## src/rtl/bpred_pkg.sv

```systemverilog
// Shared types for the branch predictor: branch kinds, 2-bit counter levels
// and the BTB entry layout (the tag lives in a separate array so TAG_W stays a top parameter).
package bpred_pkg;

  typedef enum logic [1:0] {
    COND   = 2'd0,
    UNCOND = 2'd1,
    CALL   = 2'd2,
    RET    = 2'd3
  } br_kind_t;

  localparam logic [1:0] STRONG_NT = 2'd0;
  localparam logic [1:0] WEAK_NT   = 2'd1;
  localparam logic [1:0] WEAK_T    = 2'd2;
  localparam logic [1:0] STRONG_T  = 2'd3;

  typedef struct packed {
    logic        valid;
    br_kind_t    kind;
    logic [1:0]  ctr;
    logic [63:0] target;
  } btb_entry_t;

  function automatic logic [1:0] ctr_step(input logic [1:0] ctr, input logic taken);
    logic [1:0] nxt;
    nxt = ctr;
    if (taken && ctr != STRONG_T)
      nxt = ctr + 2'd1;
    else if (!taken && ctr != STRONG_NT)
      nxt = ctr - 2'd1;
    return nxt;
  endfunction

endpackage

```

## src/rtl/bpred_ras.sv

```systemverilog
// Speculative return-address stack: circular buffer, a push when full overwrites
// the oldest entry; a pop when empty is ignored.
module bpred_ras #(
  parameter int DEPTH = 4
) (
  input  logic        clk,
  input  logic        reset_n,
  input  logic        push,
  input  logic        pop,
  input  logic [63:0] push_data,
  output logic [63:0] top,
  output logic        empty
);

  localparam int PTR_W = (DEPTH > 1) ? $clog2(DEPTH) : 1;

  logic [63:0]    stack_q [DEPTH];
  logic [PTR_W-1:0] ptr_q;
  logic [PTR_W:0]   count_q;
  logic [PTR_W-1:0] top_idx;

  // ptr_q is the next free slot; the top sits just below it
  assign top_idx = ptr_q - PTR_W'(1);
  assign top     = stack_q[top_idx];
  assign empty   = (count_q == '0);

  always_ff @(posedge clk or negedge reset_n) begin
    if (!reset_n) begin
      ptr_q   <= '0;
      count_q <= '0;
      for (int i = 0; i < DEPTH; i++) stack_q[i] <= '0;
    end else if (push) begin
      stack_q[ptr_q] <= push_data;
      ptr_q          <= ptr_q + PTR_W'(1);
      if (count_q != (PTR_W+1)'(DEPTH)) count_q <= count_q + (PTR_W+1)'(1);
    end else if (pop && !empty) begin
      ptr_q   <= top_idx;
      count_q <= count_q - (PTR_W+1)'(1);
    end
  end

endmodule

```

## src/rtl/branch_predictor.sv

```systemverilog
// Direct-mapped BTB with 2-bit direction counters and a saturating mispredict counter.
// Optional return-address stack compiled in with `define BPRED_RAS_EN.
module branch_predictor
  import bpred_pkg::*;
#(
  parameter int ENTRIES   = 16,
  parameter int TAG_W     = 8,
  parameter int RAS_DEPTH = 4
) (
  input  logic        clk,
  input  logic        reset_n,
  input  logic        lookup_valid_IF,
  input  logic [63:0] PC_IF,
  output logic        pred_taken_IF,
  output logic [63:0] pred_target_IF,
  input  logic        upd_valid_EX,
  input  logic [63:0] upd_pc_EX,
  input  logic        upd_taken_EX,
  input  logic [63:0] upd_target_EX,
  input  logic [1:0]  upd_kind_EX,
  input  logic        upd_mispred_EX,
  output logic [31:0] mispred_count
);

  localparam int IDX_W = $clog2(ENTRIES);
  localparam int TAG_LSB = IDX_W + 2;

  btb_entry_t       btb_q [ENTRIES];
  logic [TAG_W-1:0] tag_q [ENTRIES];

  logic [IDX_W-1:0] lk_idx, up_idx;
  logic [TAG_W-1:0] lk_tag, up_tag;
  btb_entry_t       lk_e;
  logic             lk_hit, up_hit;
  logic [63:0]      pc_plus4;

  assign lk_idx   = PC_IF[TAG_LSB-1:2];
  assign lk_tag   = PC_IF[TAG_LSB +: TAG_W];
  assign up_idx   = upd_pc_EX[TAG_LSB-1:2];
  assign up_tag   = upd_pc_EX[TAG_LSB +: TAG_W];
  assign lk_e     = btb_q[lk_idx];
  assign lk_hit   = lk_e.valid && (tag_q[lk_idx] == lk_tag);
  assign up_hit   = btb_q[up_idx].valid && (tag_q[up_idx] == up_tag);
  assign pc_plus4 = PC_IF + 64'd4;

  logic unused_pc_bits;
  assign unused_pc_bits = ^{PC_IF[63:TAG_LSB+TAG_W], PC_IF[1:0],
                            upd_pc_EX[63:TAG_LSB+TAG_W], upd_pc_EX[1:0]};

`ifdef BPRED_RAS_EN
  logic [63:0] ras_top;
  logic        ras_empty;
  logic        ras_push, ras_pop;

  assign ras_push = pred_taken_IF && (lk_e.kind == CALL);
  assign ras_pop  = pred_taken_IF && (lk_e.kind == RET);

  bpred_ras #(.DEPTH(RAS_DEPTH)) u_ras (
    .clk       (clk),
    .reset_n   (reset_n),
    .push      (ras_push),
    .pop       (ras_pop),
    .push_data (pc_plus4),
    .top       (ras_top),
    .empty     (ras_empty)
  );
`endif

  always_comb begin
    pred_taken_IF  = lookup_valid_IF && lk_hit && ((lk_e.kind != COND) || lk_e.ctr[1]);
    pred_target_IF = lk_hit ? lk_e.target : pc_plus4;
`ifdef BPRED_RAS_EN
    if (pred_taken_IF && (lk_e.kind == RET) && !ras_empty) pred_target_IF = ras_top;
`endif
  end

  // Lookup reads the registered table, so a same-index update is not bypassed
  always_ff @(posedge clk or negedge reset_n) begin
    if (!reset_n) begin
      for (int i = 0; i < ENTRIES; i++) begin
        btb_q[i] <= '{valid: 1'b0, kind: COND, ctr: WEAK_NT, target: 64'd0};
        tag_q[i] <= '0;
      end
    end else if (upd_valid_EX) begin
      if (up_hit) begin
        if (btb_q[up_idx].kind == COND)
          btb_q[up_idx].ctr <= ctr_step(btb_q[up_idx].ctr, upd_taken_EX);
        if (upd_taken_EX)
          btb_q[up_idx].target <= upd_target_EX;
      end else if (upd_taken_EX) begin
        btb_q[up_idx] <= '{valid: 1'b1, kind: br_kind_t'(upd_kind_EX),
                           ctr: WEAK_T, target: upd_target_EX};
        tag_q[up_idx] <= up_tag;
      end
    end
  end

  always_ff @(posedge clk or negedge reset_n) begin
    if (!reset_n)
      mispred_count <= '0;
    else if (upd_valid_EX && upd_mispred_EX && (mispred_count != 32'hFFFF_FFFF))
      mispred_count <= mispred_count + 32'd1;
  end

endmodule

```

## config.mk

```make
export PLATFORM = sky130hd
export DESIGN_NAME = branch_predictor
export DESIGN_NICKNAME = d
export VERILOG_FILES = /design/src/rtl/bpred_pkg.sv /design/src/rtl/bpred_ras.sv /design/src/rtl/branch_predictor.sv
export SDC_FILE = /design/constraint.sdc
export NUM_CORES = 2
export LEC_CHECK = 0
export ABC_AREA = 1
export CAP_MARGIN = 20
export CORE_AREA = 2 2 320 322
export CTS_CLUSTER_DIAMETER = 200
export CTS_CLUSTER_SIZE = 10
export DETAILED_ROUTE_END_ITERATION = 16
export DIE_AREA = 0 0 322 324
export PLACE_DENSITY = 0.78
export SLEW_MARGIN = 20
export SYNTH_ARGS = -nofsm -noshare
export SYNTH_HDL_FRONTEND = slang
export SYNTH_SLANG_ARGS = --single-unit
```

## constraint.sdc

```tcl
create_clock -name clk -period 5.4 [get_ports clk]
set_input_delay 1.08 -clock clk [delete_from_list [all_inputs] [get_ports clk]]
set_output_delay 1.08 -clock clk [all_outputs]
set_load 0.02 [all_outputs]
```

* After elaboration in Yosys (flattened, before gate mapping) *
Index checks and enable logic that the tools add are counted.

operators by class
  eq/ne operators = 4
  reduce and logical (&&, ||, !) cells = 17
  bitwise logic cells = 3
  order comparisons = 3
  add/subtract/negate cells = 4
  multiplexer cells = 36

operator list
  operator                                                               number
  1104-bit 2-to-1 mux                                                    6
  1104-bit bitwise mux                                                   3
  69-bit demux with 4-bit select                                         3
  69-bit binary-select mux with 4-bit select                             2
  69-bit 2-to-1 mux                                                      5
  128-bit bitwise mux                                                    1
  64-bit 2-to-1 mux                                                      2
  66-bit 2-to-1 mux                                                      1
  64-bit by 3-bit adder with 64-bit output (second input constant)       1
  8-bit binary-select mux with 4-bit select                              2
  8-bit 2-to-1 mux                                                       5
  32-bit by 1-bit adder with 32-bit output (second input constant)       1
  8-bit demux with 4-bit select                                          1
  32-bit inequality test (second input constant)                         1
  8-bit equality test                                                    2
  5-bit >= comparator (second input constant)                            2
  2-bit 2-to-1 mux                                                       5
  4-bit inverter with 5-bit output                                       2
  1-bit logical AND                                                      9
  2-bit nonzero test                                                     3
  5-bit by 1-bit < comparator with 1-bit output (second input constant)  1
  3-bit AND reduction                                                    1
  2-bit by 1-bit adder with 2-bit output (second input constant)         1
  2-bit logical NOT                                                      1
  other kinds (6)                                                        6

word-level totals
  register bits after elaboration = 1,264
  word-level logic and storage cells = 148

* Depth between registers and ports, before layout *
  word-level depth = 18
  depth in mapped cells = 21
  depth with buffers taken out = 19

* Worst setup path before layout *
Ideal clock, no wire load.

  kind = input to output
  from = in PC_IF[2]
  to = out pred_target_IF[10]
  required time = 4.320 ns
  setup slack = 1.146 ns
  arrival = 3.174 ns
  stages on the path = 15
  cells stage by stage = buf_2 > buf_2 > buf_4 > o21ai_1 > o21ai_0 > nand2_1 > nand2_1 > a31oi_1 > nand2_1 > nor2_1 > nand2_1 > nor2_1 > nand2_1 > clkbuf_1 > o21ai_0

between the ends
  word-level cells in the longest chain between the ends = 7
  elaborated cells on any way between the ends = 11
  those cells by class = add/sub: 1; eq/ne: 1; mux: 7; bitwise: 1; reduce/logical: 1

RTL lines
  item                                                                              line                    RTL
  start, declared                                                                   branch_predictor.sv:13  input logic [63:0] PC_IF,
  branches (longest 6 deep; another with 64-bit by 3-bit adder with 64-bit output)  --
  64-bit 2-to-1 mux (*)                                                             branch_predictor.sv:71  pred_target_IF = lk_hit ? lk_e.target : pc_plus4;
  end, declared                                                                     branch_predictor.sv:15  output logic [63:0] pred_target_IF,

Mark *: on every way between the ends. The select of a mux whose other input is x is not followed.

* Final worst setup path *
  from = in PC_IF[5]
  to = out pred_target_IF[24]

The elaborated chain is that of the path after synthesis.

==> impl_metrics.py <==
metrics = {
    "drt": {
        "route.detailed.drc": 0,
        "dr.pass1.iters": 7,
        "vias_per_cell": 6.55,
        "wl_mm": 215,
        "dr.first_iter.drc_count": 8310,
        "wl_per_cell_um": 24.7,
        "ant_nets": 0,
        "vias": 57111,
    },
    "setup_path": {
        "worst_setup_path_end_kind": "output pin",
        "crit_path_end": "pred_target_IF[24]",
        "crit_required_ns": 4.32,
        "r2r-end": "btb_q[203]",
        "r2r-start": "btb_q[1099]",
        "startpoint": "PC_IF[5]",
        "crit_type": "input port to output pin",
        "r2r_slack_ns": 2.40,
        "arrival_ns": 4.25,
        "cp-start-kind": "input port",
        "rr_worst_depth": 13,
        "crit_fanout": 30,
    },
    "cells_and_area": {
        "area_growth_pct": 14.1,
        "drive_gt1_frac": 0.0754,
        "finish.net_count": 7589,
    },
    "yosys": {
        "synthArstFlopShare": 1.00,
        "synth.area.top_cells": "dfrtp_1 52%, o21ai_0 12%, nand2_1 8.4%, o22ai_1 5.3%, a21oi_1 5.1%",
        "synth-seq-cells": 1264,
        "synth_top_area_share": 0.519,
        "synth_edf_count": 0,
        "syn-cell-area_um2": 60200,
        "synth_cell_type_count": 48,
        "syn-num-nets": 7528,
        "yosysTopAreaCell": "dfrtp_1",
        "yosys-top-cells-count": "1,459 x o21ai_0, 1,343 x nand2_1, 1,248 x dfrtp_1",
        "synth_flop_cell": "dfrtp_1",
        "seq_area_frac_synth": 0.526,
        "synthMostInstantiatedCell": "o21ai_0",
        "synth_warnings": 0,
        "synth_cells": 7324,
        "avgSynthCellArea_um2": 8.22,
    },
    "clock_tree": {
        "root_buffer": "clkbuf_16",
        "clockBufferDepth": 3,
        "h-tree-depth": 4,
        "cts_sinks": 1264,
        "cts_tree": "yes",
        "ctsHoldBuffers": 0,
        "clkTransAtPathRegs_ns": 0.05,
        "numCtsBuffers": 144,
        "insertion_delay_ns": 0.77,
    },
    "timing": {
        "fin_skew_ns": 0.0207,
        "maxSlewViolCount": 0,
        "hold_violations": 0,
        "layout_setup_ws_ns": 0.0730,
        "fmaxAchievable_mhz": 188,
        "rsz0062_at_grt": "no",
        "tightest_slew_ns": 1.25,
        "timing.final.crit_share": 0.986,
        "setup_viol": 0,
        "post-route-min-period_ns": 5.33,
        "max-slew-margin-rel": 0.166,
    },
    "die": {
        "start_util": 0.596,
        "dieArea_um2": 104000,
        "die_x_um": 322,
        "pin_count": 297,
        "core_area_um2": 101000,
        "row_count": 117,
        "die_h_um": 324,
    },
    "placed_design": {
        "pre_cts_slack_ns": -0.0742,
        "port_buffers": 244,
        "hpwl_mm": 122,
        "place_congestion": 0.970,
    },
    "power_and_ir_drop": {
        "clkPwrFrac": 0.340,
        "p_seq_frac": 0.478,
        "power.internal_mw": 17.9,
        "leakagePower_nw": 32.0,
        "switching_share": 0.296,
        "ir_drop_uv": 241,
        "finalPower_mw": 25.5,
        "switchingPower_mw": 7.53,
        "power_density_nw_per_um2": 371,
        "combPwrFrac": 0.183,
    },
    "global_route": {
        "grt_use_met1": 0.557,
        "grt.overflow.total": 0,
        "grt_max_degree": 183,
        "grt_pass1_vias": 54587,
        "grt_first_pass_wirelength_mm": 328,
        "gr-usage-met3": 0.133,
        "grt_use_total": 0.412,
        "met2_usage": 0.597,
        "busiest_layer": "met2",
        "antenna_found_initial": 6,
    },
    "job": {
        "cap_violations": 0,
    },
    "min_path": {
        "min-delay-path-class": "input port to asynchronous set/reset pin",
    },
    "run_status": {
        "status": "completed",
    },
}
registers in the layout, indices dropped and copies added (netlist names):
register / flops
btb_q: 1104
mispred_count: 32
tag_q: 128
cell type report:
cell class | count | area [um2]
Multi-Input combinational cell | 4742 | 23600
Antenna cell | 6 | 15.0
Clock inverter | 12 | 165
Inverter | 702 | 2690
Sequential cell | 1264 | 31700
Fill cell | 8084 | 32300
Timing Repair Buffer | 531 | 5230
Tap cell | 1309 | 1640
Clock buffer | 159 | 3720
layout by cell type, fill, tap and decap left out, types with 4 or more instances in the layout:
cell	synthesis	routed
a21oi_1	611	611
a21boi_0	62	62
dfrtp_1	1248	1248
nor3_1	42	42
a22oi_1	8	8
o21ai_0	1459	1457
xnor2_1	19	19
inv_2	24	16
xor2_1	74	74
dfstp_2	16	16
clkinv_2	0	12
inv_1	673	660
clkbuf_16	0	147
nor2_4	2	15
a311o_1	20	19
nor2_2	6	9
dlymetal6s2s_1	0	28
nand4_1	34	34
clkbuf_1	485	12
nor4_1	15	15
o21ai_1	12	14
clkinv_8	0	8
o211ai_1	13	13
inv_4	0	11
nor2_1	215	200
dlygate4sd2_1	0	10
nand2_2	2	4
o22ai_1	513	513
nand3_1	219	219
diode_2	0	6
buf_12	0	45
buf_4	10	250
ha_1	4	4
a311oi_1	41	40
clkdlybuf4s50_1	0	191
nand2_1	1343	1338
metal layers:
metal,wire length [um],part of all wire
met1,80000,0.37
met2,91800,0.43
met3,31500,0.15
met4,11800,0.055
met5,167,0.00078
kinds of logic (layout without fill, tap and decap cells):
kind of cell | count (synthesis) | in the layout | share of synthesized area
flops | 1264 | 1264 | 0.526
other cells | 0 | 6 | 0
xor+xnor | 93 | 93 | 0.0135
compound gates | 2753 | 2753 | 0.248
buf+inv | 1319 | 1404 | 0.0849
fa+ha+maj | 4 | 4 | 0.000831
mux | 3 | 3 | 0.000561
simple gates | 1888 | 1889 | 0.127
power groups by stage:
stage	clock network (mW)	registers, mW	logic (mW)
4_1_cts	8.65	12.1	4.56
3_3_place_gp	0	12.2	4.31
5_1_grt	9.04	12.4	5.22
2_1_floorplan	0	12.1	2.98
6_report	8.65	12.2	4.65
3_5_place_dp	0	12.3	4.50
worst max-delay path: stages:
cell and delay, ns:
clkdlybuf4s50_1 0.52, buf_12 0.15, buf_12 0.11, inv_4 0.05, nor2_4 0.21, nand2_1 0.08, nand2_1 0.12, inv_1 0.07
nand3_1 0.10, nand2_1 0.06, nor2_1 0.14, nand2_1 0.07, nor2_1 0.17, nand2_4 0.12, buf_12 0.19, o21ai_0 0.29
clkdlybuf4s50_1 0.67
per-stage QoR:
step	hold slack, ns	util	area [um2]	TNS [ns]	instances
final	0.362	0.680	68700	0	8725
after global placement	0.444	0.640	64700	-0.884	8545
after floorplan	0.431	-	60200	0	7324
after detailed placement	0.451	0.640	64700	-0.479	8545
after global routing	0.403	0.680	68700	0	8720
after CTS	0.387	0.679	68600	0	8717
repair_timing:
item,CTS,global route
setup endpoints to repair,21,47
pin swaps,1,1
cloned,0,1
resized for setup,21,40
buffers inserted,1,0
worst min-delay path by stage:
stage | to | depth (start not counted) | slack, ns | startpoint
after floorplan | btb_q[965] | 2 | 0.43 | btb_q[965]
final | btb_q[4] | 1 | 0.36 | reset_n
after CTS | btb_q[4] | 1 | 0.39 | reset_n
after global placement | btb_q[965] | 2 | 0.44 | btb_q[965]
after detailed placement | btb_q[137] | 2 | 0.45 | btb_q[137]
after global routing | btb_q[4] | 1 | 0.40 | reset_n
(Power assumes the default switching activity.)
